File: config.mk
export PLATFORM = sky130hd
export DESIGN_NAME = write_data_stream_flat
export DESIGN_NICKNAME = d
export VERILOG_FILES = /design/src/rtl/write_data_stream_if.sv /design/src/rtl/write_data_stream.sv /design/src/flat_wrapper.sv
export SDC_FILE = /design/constraint.sdc
export NUM_CORES = 1
export LEC_CHECK = 0
export ABC_AREA = 1
export CORE_ASPECT_RATIO = 0.5
export CORE_UTILIZATION = 53
export DETAILED_ROUTE_END_ITERATION = 12
export PLACE_DENSITY = 0.87
export SKIP_CTS_REPAIR_TIMING = 1
export SYNTH_ARGS = -nofsm -noshare
export SYNTH_HDL_FRONTEND = slang
export SYNTH_SLANG_ARGS = --single-unit
File: constraint.sdc
create_clock -name clk -period 13 [get_ports clk]
set_clock_uncertainty 0.2 [all_clocks]
set_input_delay 2.6 -clock clk [delete_from_list [all_inputs] [get_ports clk]]
set_output_delay 2.6 -clock clk [all_outputs]
set_load 0.05 [all_outputs]
File: src/rtl/write_data_stream_if.sv
// rtl/write_data_stream_if.sv - tile writer control, tile capture and output stream bundle
interface write_data_stream_if #(
    parameter int DATA_WIDTH  = 16,
    parameter int TILING_SIZE = 8,
    parameter int SEL_W       = $clog2(TILING_SIZE),
    parameter int CNT_W       = 16
);
    logic [2:0]                        state;
    logic [CNT_W-1:0]                  counter_tiling;
    logic [TILING_SIZE*DATA_WIDTH-1:0] tile_data;
    logic [SEL_W:0]                    lanes_valid;
    logic                              reverse;
    logic                              out_ready;
    logic                              clr_err;
    logic [DATA_WIDTH-1:0]             data_output;
    logic                              valid_data;
    logic [SEL_W-1:0]                  sel_data;
    logic                              last;
    logic                              busy;
    logic                              tile_done;
    logic                              overflow;

    // Controller / downstream side
    modport master (
        output state, counter_tiling, tile_data, lanes_valid, reverse, out_ready, clr_err,
        input  data_output, valid_data, sel_data, last, busy, tile_done, overflow
    );

    // Tile writer side
    modport slave (
        input  state, counter_tiling, tile_data, lanes_valid, reverse, out_ready, clr_err,
        output data_output, valid_data, sel_data, last, busy, tile_done, overflow
    );
endinterface

File: src/rtl/write_data_stream.sv
// rtl/write_data_stream.sv - captures one accumulator tile and streams its lanes over valid/ready
module write_data_stream #(
    parameter int DATA_WIDTH  = 16,
    parameter int TILING_SIZE = 8,
    parameter int SEL_W       = $clog2(TILING_SIZE),
    parameter int CNT_W       = 16
) (
    input  logic                clk,
    input  logic                rst,
    write_data_stream_if.slave  bus
);
    typedef enum logic [1:0] {IDLE, LOAD, SEND} fsm_e;

    localparam logic [SEL_W:0] TILE_N = (SEL_W+1)'(TILING_SIZE);

    fsm_e                  fsm_q, fsm_d;
    logic                  trig_q;
    logic                  trigger;
    logic                  start;
    logic [DATA_WIDTH-1:0] snap_q [TILING_SIZE];
    logic [SEL_W:0]        n_q;
    logic [SEL_W:0]        n_clamped;
    logic                  rev_q;
    logic [SEL_W-1:0]      sel_q;
    logic [SEL_W-1:0]      top_idx;
    logic [SEL_W-1:0]      final_idx;
    logic                  at_final;
    logic                  xfer;
    logic                  done_q;
    logic                  ovf_q;

    // Start is the rising edge of the write-phase condition, so a held phase sends one tile
    assign trigger   = (bus.state == 3'd4) && (bus.counter_tiling > CNT_W'(1));
    assign start     = trigger & ~trig_q;
    assign n_clamped = ((bus.lanes_valid == '0) || (bus.lanes_valid > TILE_N)) ? TILE_N : bus.lanes_valid;
    assign top_idx   = SEL_W'(n_q - 1'b1);
    assign final_idx = rev_q ? '0 : top_idx;
    assign at_final  = (sel_q == final_idx);
    assign xfer      = (fsm_q == SEND) && bus.out_ready;

    // State register
    always_ff @(posedge clk or posedge rst) begin
        if (rst) begin
            fsm_q <= IDLE;
        end else begin
            fsm_q <= fsm_d;
        end
    end

    // Next-state: LOAD is a single settling cycle, SEND exits only on the accepted final lane
    always_comb begin
        fsm_d = fsm_q;
        case (fsm_q)
            IDLE:    if (start) fsm_d = LOAD;
            LOAD:    fsm_d = SEND;
            SEND:    if (xfer && at_final) fsm_d = IDLE;
            default: fsm_d = IDLE;
        endcase
    end

    // Outputs decoded purely from registers; idle cycles present zeros
    always_comb begin
        bus.valid_data  = (fsm_q == SEND);
        bus.busy        = (fsm_q != IDLE);
        bus.last        = (fsm_q == SEND) && at_final;
        bus.sel_data    = (fsm_q == SEND) ? sel_q : '0;
        bus.data_output = (fsm_q == SEND) ? snap_q[sel_q] : '0;
        bus.tile_done   = done_q;
        bus.overflow    = ovf_q;
    end

    // Tile snapshot, lane count/order latch, lane index stepping and status flags
    always_ff @(posedge clk or posedge rst) begin
        if (rst) begin
            trig_q <= 1'b0;
            n_q    <= '0;
            rev_q  <= 1'b0;
            sel_q  <= '0;
            done_q <= 1'b0;
            ovf_q  <= 1'b0;
            for (int i = 0; i < TILING_SIZE; i++) begin
                snap_q[i] <= '0;
            end
        end else begin
            trig_q <= trigger;
            done_q <= xfer && at_final;
            if (fsm_q == IDLE && start) begin
                n_q   <= n_clamped;
                rev_q <= bus.reverse;
                for (int i = 0; i < TILING_SIZE; i++) begin
                    snap_q[i] <= bus.tile_data[i*DATA_WIDTH +: DATA_WIDTH];
                end
            end
            if (fsm_q == LOAD) begin
                sel_q <= rev_q ? top_idx : '0;
            end else if (xfer && !at_final) begin
                sel_q <= rev_q ? sel_q - 1'b1 : sel_q + 1'b1;
            end
            // A dropped trigger sets the flag even when clr_err is asserted alongside
            if (start && fsm_q != IDLE) begin
                ovf_q <= 1'b1;
            end else if (bus.clr_err) begin
                ovf_q <= 1'b0;
            end
        end
    end
endmodule

File: src/flat_wrapper.sv
// flat-port wrapper written by rule: the top's interface ports become plain ports
module write_data_stream_flat 
#(
    parameter int DATA_WIDTH  = 16,
    parameter int TILING_SIZE = 8,
    parameter int SEL_W       = $clog2(TILING_SIZE),
    parameter int CNT_W       = 16
)
  (clk, rst, bus_state, bus_counter_tiling, bus_tile_data, bus_lanes_valid, bus_reverse, bus_out_ready, bus_clr_err, bus_data_output, bus_valid_data, bus_sel_data, bus_last, bus_busy, bus_tile_done, bus_overflow);
  write_data_stream_if #(.DATA_WIDTH(DATA_WIDTH), .TILING_SIZE(TILING_SIZE), .SEL_W(SEL_W), .CNT_W(CNT_W)) bus_i ();
  input  logic clk;
  input  logic rst;
  input wire logic [$bits(bus_i.state)-1:0] bus_state;
  input wire logic [$bits(bus_i.counter_tiling)-1:0] bus_counter_tiling;
  input wire logic [$bits(bus_i.tile_data)-1:0] bus_tile_data;
  input wire logic [$bits(bus_i.lanes_valid)-1:0] bus_lanes_valid;
  input wire logic [$bits(bus_i.reverse)-1:0] bus_reverse;
  input wire logic [$bits(bus_i.out_ready)-1:0] bus_out_ready;
  input wire logic [$bits(bus_i.clr_err)-1:0] bus_clr_err;
  output wire logic [$bits(bus_i.data_output)-1:0] bus_data_output;
  output wire logic [$bits(bus_i.valid_data)-1:0] bus_valid_data;
  output wire logic [$bits(bus_i.sel_data)-1:0] bus_sel_data;
  output wire logic [$bits(bus_i.last)-1:0] bus_last;
  output wire logic [$bits(bus_i.busy)-1:0] bus_busy;
  output wire logic [$bits(bus_i.tile_done)-1:0] bus_tile_done;
  output wire logic [$bits(bus_i.overflow)-1:0] bus_overflow;
  assign bus_i.state = bus_state;
  assign bus_i.counter_tiling = bus_counter_tiling;
  assign bus_i.tile_data = bus_tile_data;
  assign bus_i.lanes_valid = bus_lanes_valid;
  assign bus_i.reverse = bus_reverse;
  assign bus_i.out_ready = bus_out_ready;
  assign bus_i.clr_err = bus_clr_err;
  assign bus_data_output = bus_i.data_output;
  assign bus_valid_data = bus_i.valid_data;
  assign bus_sel_data = bus_i.sel_data;
  assign bus_last = bus_i.last;
  assign bus_busy = bus_i.busy;
  assign bus_tile_done = bus_i.tile_done;
  assign bus_overflow = bus_i.overflow;
  write_data_stream #(.DATA_WIDTH(DATA_WIDTH), .TILING_SIZE(TILING_SIZE), .SEL_W(SEL_W), .CNT_W(CNT_W)) u_core (.clk(clk), .rst(rst), .bus(bus_i));
endmodule
==> impl_metrics.py <==
metrics = {
    "sta": {
        "hold_viol": 0,
        "slew_viol_final": 0,
        "worstMarginPinSlew_ns": 1.19,
        "finalCriticalPeriod_ns": 6.25,
        "setup_viol": 0,
        "whs_ns": 0.274,
        "fmax_mhz": 160,
        "layout_setup_ws_ns": 6.75,
        "relSlewSlack": 0.206,
        "fin_crit_sh": 0.481,
        "fin_setup_tns_ns": 0,
        "rsz0062_at_grt": "no",
    },
    "global_route": {
        "grt_use_total": 0.292,
        "grt_max_degree": 131,
        "grt_pass1_wl_um": 29400,
        "overflow": 0,
        "grt_pass1_vias": 6204,
        "antenna_found_initial": 0,
    },
    "finish": {
        "fin_util": 0.743,
        "final_cell_mix": "nand2_1 (454), clkdlybuf4s50_1 (178), dfrtp_1 (139)",
        "antenna_cells": 0,
        "finalNetCount": 1192,
        "fin_area_um2": 8960,
        "area_growth_pct": 34.1,
        "drive_gt1_frac": 0.0439,
        "final_common_cell": "nand2_1",
    },
    "synth": {
        "synth_area_leaders": "dfrtp_1 (52%), nand2_1 (26%), o21ai_0 (5.4%)",
        "synth_top_area_frac": 0.525,
        "synthSimpleGateAreaFrac": 0.324,
        "yosys.area.top_type": "dfrtp_1",
        "ys.flop_type": "dfrtp_1",
        "syn_avg_cell_area_um2": 7.55,
        "synth_edf_count": 0,
        "synthArstFlopShare": 1.00,
        "yosysWarnings": 0,
        "ys_types": 21,
        "yosysSeqAreaShare": 0.525,
        "synthXorXnorAreaFrac": 0,
        "synth_nets": 1043,
        "ys_ff_latch": 140,
        "syn_inst": 885,
        "synth-compound-area-share": 0.0877,
        "syn_area_um2": 6680,
        "synth_top_family_by_area": "simple AND/OR/NAND/NOR gates",
        "synth_mux_area_frac": 0,
        "synthAdderAreaFrac": 0.00487,
    },
    "floorplan": {
        "start_util": 0.554,
        "die_y_um": 81.4,
        "boundaryPins": 180,
        "num_rows": 28,
        "core_area_um2": 12100,
        "die_x_um": 161,
        "fp.dieArea_um2": 13100,
    },
    "power_and_ir_drop": {
        "p_leak_nw": 4.44,
        "power_density_nw_per_um2": 232,
        "ir_drop_uv": 141,
    },
    "place": {
        "portBuffers": 178,
        "hpwl_um": 12100,
        "dpl_cell_area_um2": 8390,
        "place_ws_ns": 7.25,
        "gp_congestion": 0.872,
    },
    "worst_setup_path": {
        "critPathLaunch": "u_core.sel_q[1]$_DFFE_PP0P_",
        "cp-start-kind": "flip-flop",
        "end_kind": "output pin",
        "reg2reg_to": "u_core.sel_q[2]$_DFFE_PP0P_",
        "r2r-start": "u_core.sel_q[1]$_DFFE_PP0P_",
        "ff2ff_path_depth": 8,
        "endpoint": "bus_data_output[4]",
        "crit_arrival_ns": 3.45,
        "worst-setup-path-type": "flip-flop to output pin",
        "rrSetupSlack_ns": 10.38,
        "cp_max_fo": 35,
        "crit_required_ns": 10.20,
    },
    "route": {
        "drt-total-wl_um": 18700,
        "drtIter0Drc": 589,
        "firstDrtPassIters": 6,
        "vias": 6382,
        "routedWlPerCell_um": 15.5,
        "antenna_left": 0,
        "drcViolationCount": 0,
        "viasPerCell": 5.27,
    },
    "clocking": {
        "insertion_delay_ns": 0.41,
        "cts_num_sinks": 140,
        "tritoncts": "done",
        "clk_pin_slew_ns": 0.06,
        "cts_root_buffer": "clkbuf_16",
        "h-tree-depth": 4,
        "cts_buffer_depth": 2,
        "cts-buffers-inserted": 17,
    },
    "outcome": {
        "status": "completed",
    },
    "worst_hold_path": {
        "min_path_type": "flip-flop to flip-flop",
    },
    "run": {
        "cap_violations": 0,
    },
}
-- layout make-up --
class | count | area [µm²]
inverters | 19 | 78.8
clock inverters | 13 | 116
multi-input cells | 673 | 2780
well taps | 165 | 206
repair buffers | 183 | 1820
fillers | 890 | 3090
flip-flops and latches | 140 | 3500
clock buffers | 19 | 453
-- Yosys cell counts, types with 4 or more instances --
cell / count
buf_2: 13
buf_4: 7
clkbuf_1: 22
nand2_1: 454
nand3_1: 24
inv_1: 15
o21ai_0: 72
dfrtp_1: 140
buf_6: 11
o22ai_1: 34
inv_2: 4
nor2_1: 80
-- layer usage --
layer | global-route usage | part of all wire
met4 | 0.116 | 0.018
met3 | 0.0873 | 0.090
met2 | 0.487 | 0.47
met1 | 0.364 | 0.42
met5 | 0 | 0
-- sequential cells by signal, indices dropped and copies added, names as in the netlist --
signal / count
u_core.trig_q: 1
u_core.sel_q: 3
u_core.bus.overflow: 1
u_core.bus.tile_done: 1
u_core.rev_q: 1
u_core.n_q: 3
u_core.fsm_q: 2
u_core.snap_q: 128
-- power by group --
part / switching (mW) / internal [mW] / leakage (nW)
Sequential: 0.120 / 0.633 / 1.76
Combinational: 0.559 / 0.305 / 2.41
Clock: 0.190 / 0.274 / 0.276
Total: 0.869 / 1.21 / 4.44
-- logic make-up (layout without fill, tap and decap cells) --
kind of cell / Yosys count / after routing
buffers and inverters: 72 / 234
adders and majority gates: 2 / 2
and+or+nand+nor: 563 / 563
AOI/OAI and AO/OA: 108 / 108
DFF: 140 / 140
-- worst max-delay path, cell delays in order, from the launching register on --
cell and delay, ns:
dfrtp_1 0.64, buf_4 0.33, inv_2 0.48, o21ai_0 0.21, o22ai_1 0.33, nand3_1 0.13, nand2_1 0.08, clkdlybuf4s50_1 0.83
-- through the flow --
stage | instances | power (mW)
2_1_floorplan | 885 | 1.32
3_3_place_gp | 1180 | 1.56
3_5_place_dp | 1180 | 1.59
4_1_cts | 1212 | 2.07
5_1_grt | 1212 | 2.21
6_report | 1212 | 2.08
-- how the worst min path moves through the flow --
stage | startpoint | cells past startpoint | slack, ns | end
floorplan | u_core.snap_q[31]$_DFFE_PP0P_ | 2 | 0.24 | u_core.snap_q[31]$_DFFE_PP0P_
global placement | u_core.snap_q[103]$_DFFE_PP0P_ | 2 | 0.26 | u_core.snap_q[103]$_DFFE_PP0P_
detailed placement | u_core.snap_q[93]$_DFFE_PP0P_ | 2 | 0.26 | u_core.snap_q[93]$_DFFE_PP0P_
CTS | u_core.snap_q[105]$_DFFE_PP0P_ | 2 | 0.28 | u_core.snap_q[105]$_DFFE_PP0P_
global route | u_core.snap_q[38]$_DFFE_PP0P_ | 2 | 0.29 | u_core.snap_q[38]$_DFFE_PP0P_
finish | u_core.snap_q[105]$_DFFE_PP0P_ | 2 | 0.27 | u_core.snap_q[105]$_DFFE_PP0P_
Power figures use the tool's default switching activity.
